File: src/rtl/pipe_stage_reg.sv
// Elastic pipeline stage register (valid/ready, synchronous flush, bubble counter).
// Define PIPE_STAGE_SKID_EN to add a one-entry skid buffer and register the ready path.
module pipe_stage_reg #(
    parameter int unsigned CTRL_W = 8,
    parameter int unsigned DATA_W = 144,
    parameter int unsigned CNT_W  = 16
) (
    input  logic              clock,
    input  logic              resetn,
    input  logic              flush,
    input  logic              in_valid,
    output logic              in_ready,
    input  logic [CTRL_W-1:0] in_ctrl,
    input  logic [DATA_W-1:0] in_data,
    output logic              out_valid,
    input  logic              out_ready,
    output logic [CTRL_W-1:0] out_ctrl,
    output logic [DATA_W-1:0] out_data,
    output logic              out_bubble,
    input  logic              cnt_clr,
    output logic [CNT_W-1:0]  bubble_cnt
);

    logic accept;
    logic take;

    assign accept = in_valid & in_ready;
    assign take   = out_valid & out_ready;

`ifdef PIPE_STAGE_SKID_EN
    logic              skid_valid;
    logic [CTRL_W-1:0] skid_ctrl;
    logic [DATA_W-1:0] skid_data;

    // Ready depends only on state, so no combinational path from out_ready.
    assign in_ready = resetn & ~skid_valid;

    always_ff @(posedge clock) begin
        if (!resetn) begin
            out_valid  <= 1'b0;
            out_bubble <= 1'b1;
            out_ctrl   <= '0;
            out_data   <= '0;
            skid_valid <= 1'b0;
            skid_ctrl  <= '0;
            skid_data  <= '0;
        end else if (flush) begin
            out_valid  <= 1'b0;
            out_bubble <= 1'b1;
            out_ctrl   <= '0;
            skid_valid <= 1'b0;
        end else if (take || !out_valid) begin
            if (skid_valid) begin
                out_valid  <= 1'b1;
                out_bubble <= 1'b0;
                out_ctrl   <= skid_ctrl;
                out_data   <= skid_data;
                skid_valid <= 1'b0;
            end else if (accept) begin
                out_valid  <= 1'b1;
                out_bubble <= 1'b0;
                out_ctrl   <= in_ctrl;
                out_data   <= in_data;
            end else begin
                out_valid  <= 1'b0;
                out_bubble <= 1'b1;
                out_ctrl   <= '0;
            end
        end else if (accept) begin
            // Main entry stalled: park the accepted beat behind it.
            skid_valid <= 1'b1;
            skid_ctrl  <= in_ctrl;
            skid_data  <= in_data;
        end
    end
`else
    assign in_ready = resetn & (~out_valid | out_ready | flush);

    always_ff @(posedge clock) begin
        if (!resetn) begin
            out_valid  <= 1'b0;
            out_bubble <= 1'b1;
            out_ctrl   <= '0;
            out_data   <= '0;
        end else if (flush) begin
            out_valid  <= 1'b0;
            out_bubble <= 1'b1;
            out_ctrl   <= '0;
        end else if (accept) begin
            out_valid  <= 1'b1;
            out_bubble <= 1'b0;
            out_ctrl   <= in_ctrl;
            out_data   <= in_data;
        end else if (take) begin
            out_valid  <= 1'b0;
            out_bubble <= 1'b1;
            out_ctrl   <= '0;
        end
    end
`endif

    always_ff @(posedge clock) begin
        if (!resetn) begin
            bubble_cnt <= '0;
        end else if (cnt_clr) begin
            bubble_cnt <= '0;
        end else if (!out_valid && out_ready && (bubble_cnt != '1)) begin
            bubble_cnt <= bubble_cnt + 1'b1;
        end
    end

endmodule
File: config.mk
export PLATFORM = sky130hd
export DESIGN_NAME = pipe_stage_reg
export DESIGN_NICKNAME = d
export VERILOG_FILES = /design/src/rtl/pipe_stage_reg.sv
export SDC_FILE = /design/constraint.sdc
export NUM_CORES = 1
export LEC_CHECK = 0
export ABC_AREA = 1
export CAP_MARGIN = 40
export CORE_MARGIN = 3
export CORE_UTILIZATION = 39
export DETAILED_ROUTE_END_ITERATION = 16
export GPL_TIMING_DRIVEN = 0
export HOLD_SLACK_MARGIN = 0.15
export PLACE_DENSITY = 0.9
export SYNTH_ARGS = -nofsm -noshare
export SYNTH_HDL_FRONTEND = slang
export SYNTH_SLANG_ARGS = --single-unit
File: constraint.sdc
create_clock -name clock -period 3.6 [get_ports clock]
set_input_delay 0.72 -clock clock [delete_from_list [all_inputs] [get_ports clock]]
set_output_delay 0.72 -clock clock [all_outputs]
set_load 0.05 [all_outputs]
Word level (Yosys, flattened, before mapping)
Index checks and enable logic that the tools add are counted.

word-level totals
  logic and storage cells = 28
  output and inout bits = 171
  bits of input ports = 158
  register bits = 170

cells by class
  $add $sub $neg = 1
  equal/unequal tests = 1
  muxes and demuxes = 6
  bitwise gates (word level) = 8
  reduce and logical (&&, ||, !) cells = 7

operators by type and width
  cell                     number
  $add A16 B1 Y16 const B  1
  $mux W8                  2
  $ne A16 B16 Y1 const B   1
  $mux W1                  4
  $reduce_or A2 Y1         2
  $and A1 B1 Y1            3
  $not A1 Y1               3
  $logic_and A1 B1 Y1      2
  $or A1 B1 Y1             2
  $reduce_and A2 Y1        1
  $reduce_bool A2 Y1       1
  $logic_not A1 Y1         1

Longest topological paths before layout
  word-level depth = 6
  gate-level depth with buffers = 10
  mapped depth without buffers = 10

Least setup slack after synthesis
No wires, ideal clock.

  path type = input-to-output
  start point = input out_ready
  end point = output in_ready
  setup slack = 1.506 ns
  stages = 6
  required time = 2.880 ns
  arrival = 1.374 ns
  buffers on the path = 2
  path through = inv_2 > nand3_1 > nand2_1 > inv_2 > buf_4 > buf_2

on the way
  cells in the longest elaborated chain, start to end = 3

ends and longest elaborated chain
  item                       line  source
  start, declared            16    input logic out_ready,
  $or A1 B1 Y1 (2 in a row)  77    assign in_ready = resetn & (~out_valid | out_ready | flush);
  $and A1 B1 Y1              77
  end, declared              12    output logic in_ready,

Every way passes these cells.

Final worst setup path
Ends and elaborated chain as after synthesis.

==> results_dict.tcl <==
set metrics [dict create \
    die_x_um 137.8 \
    crit_path_end_kind "primary output" \
    clk_latency_ns 0.41 \
    critPathKind "in -> out" \
    num_rows 47 \
    netlist_top_cells_area "dfxtp_1 50%, nand4_1 13%, a21oi_1 12%" \
    grt_pass1_vias 7552 \
    drive_gt1_share_pct 7.013 \
    synth_commonest_cells "184 x nand2_1, 170 x dfxtp_1, 156 x a21oi_1" \
    root_buffer "clkbuf_16" \
    synthesis.area_um2 6779 \
    dp_hpwl_um 18640 \
    synth_edf_count 0 \
    maxCapViolCount 0 \
    antenna_found_initial 1 \
    final_nets 1358 \
    yosysTopAreaCell "dfxtp_1" \
    ioPinCount 329 \
    wire_per_inst_um 17.66 \
    dr_total_vias 7863 \
    start_util_pct 40.31 \
    setup_viol 0 \
    ir_drop_mv 0.3003 \
    critPathMaxFanout 10 \
    yosys_warnings 0 \
    rr_worst_depth 9 \
    synth_cells 852 \
    met2_usage_pct 42.98 \
    portBuffers 328 \
    postRouteAntennaNets 0 \
    grt_overflow 0 \
    cts_tree "built" \
    yosysMostFrequentCell "nand2_1" \
    outcome "complete, no violations" \
    pwr_density_cell_nw_per_um2 416.5 \
    period_share_pct 85.82 \
    max_slew_margin_pct 58.08 \
    cts_max_level 4 \
    crit_family "buffers and inverters" \
    ctsHoldBuffers 0 \
    yosysUniqueCellTypes 26 \
    power.total_w 0.004537 \
    drt_iter0_drc 620 \
    viasPerCell 5.491 \
    hold_viol 0 \
    area_growth_pct 60.69 \
    grt_usage_pct 25.11 \
    coreArea_um2 16820 \
    hold_depth 2 \
    yosys.area.top_type_share_pct 50.20 \
    grt_setup_unrepaired "no" \
    cp.required_ns 2.88 \
    synth.ff_latch_count 170 \
    grt.met3_usage_pct 8.473 \
    cts_made_buffers 17 \
    start_kind "primary input" \
    fmax_mhz 323.7 \
    ys.flop_type "dfxtp_1" \
    final_max_slew_viol_count 0 \
    drc 0 \
    critPathBufInv 6 \
    post-route-min-period_ns 3.090 \
    tightest_slew_ns 0.6268 \
    fin_setup_tns_ns 0 \
    n_antenna_cell 0 \
    ys_async_sr_fraction_pct 0 \
    yosysSeqAreaShare_pct 50.20 \
    dieArea_um2 19000 \
    synth_area_per_cell_um2 7.957 \
    cp_cell_sequence "clkdlybuf4s50_1 > inv_2 > nand3_1 > nand2_1 > inv_2 > buf_4 > buf_2 > dlymetal6s2s_1" \
    grt_first_pass_wirelength_um 37980 \
    cp_slowest_stage_delay_ns 0.51 \
    firstDrtPassIters 5 \
    crit_cells 8 \
    grt_use_met1_pct 28.50 \
    dieHeight_um 137.8 \
    clockBufferDepth 2 \
    hold_class "reg -> reg" \
    cts.sinks 170 \
    fin_skew_ns 0.01050 \
    arrival_ns 2.37 \
    p_leak_nw 3.771 \
    grt.busiest_layer "met2" \
    clk_pin_slew_ns 0.07 \
    critical-path-top-cell-by-count "inv_2" \
    worst_path_max_delay_cell "clkdlybuf4s50_1" \
    grt_max_degree 17 \
    gp_congestion 0.8358 \
    syn_nets 1011 \
    drt_wl_total_um 25300 \
]
## metrics by stage
step | hold WS (ns) | worst slack [ns] | area [µm²] | std cells | util, %
floorplan | 0.6803 | 1.506 | 6779 | 852 | -
global placement | 0.4466 | 0.09764 | 10340 | 1400 | 61.46
detailed placement | 0.4510 | 0.09424 | 10340 | 1400 | 61.46
CTS | 0.4613 | 0.09018 | 10890 | 1432 | 64.75
global route | 0.4746 | 0.3831 | 10890 | 1432 | 64.77
finish | 0.4627 | 0.5104 | 10890 | 1432 | 64.77
## registers in the layout, indices dropped and copies added (netlist names)
| signal | cells |
|---|---|
| out_valid | 1 |
| out_ctrl | 8 |
| out_data | 144 |
| out_bubble | 1 |
| bubble_cnt | 16 |
## logic make-up after synthesis
kind of cell | count (synthesis) | synth area share [%]
compound gates | 170 | 12.72
xor+xnor | 8 | 1.034
fa+ha+maj | 1 | 0.1845
simple gates | 400 | 28.55
flops | 170 | 50.20
buf+inv | 103 | 7.309
## cells in the final DEF, fill, tap and decap left out, drive strengths merged, types with 5 or more instances in the layout
cell / netlist / routed
nand3: 22 / 22
dfxtp: 170 / 170
clkbuf: 35 / 54
a21oi: 156 / 156
nand4: 145 / 145
o21ai: 14 / 14
inv: 19 / 22
buf: 48 / 48
clkinv: 1 / 7
nor2: 42 / 42
nand2: 188 / 188
clkdlybuf4s50: 0 / 327
xor2: 5 / 5
## tightest hold or removal path, stage by stage, from the launching register on
cell	delay, ns
dfxtp_1	0.31
nand2_1	0.06
a21oi_1	0.05
## where the power goes
part | switching, W | internal (W) | leakage, nW
logic | 0.000480 | 0.000332 | 2.13
clock network | 0.000788 | 0.000959 | 0.264
registers | 0.0000371 | 0.00194 | 1.38
total | 0.00130 | 0.00323 | 3.77
## per-layer routing
metal | routed length, µm | vias up
met2 | 12380 | 425
li1 | - | 3672
met5 | 11 | -
met4 | 904 | 2
met3 | 2602 | 74
met1 | 9393 | 3690
## path summary, 6_finish.rpt
path              slack, ns            end          start
setup reg to reg       1.92  bubble_cnt[9]  bubble_cnt[0]
setup / recovery       0.51       in_ready      out_ready
hold reg to reg        0.46  out_data[116]  out_data[116]
hold / removal         0.46  out_data[116]  out_data[116]
## final cells by class
| class | count | area [µm²] |
|---|---|---|
| Buffer | 83 | 420.4 |
| Clock buffer | 19 | 432.9 |
| Clock inverter | 13 | 120.1 |
| Fill cell | 1352 | 5926 |
| Inverter | 20 | 75.07 |
| Multi-Input combinational cell | 579 | 2880 |
| Sequential cell | 170 | 3403 |
| Tap cell | 220 | 275.3 |
| Timing Repair Buffer | 328 | 3286 |
## timing repair
action,CTS,global route
setup endpoints to repair,0,1
buffers inserted,0,0
gates resized for setup,0,1
Note: power is estimated with default switching activity, not from simulation.
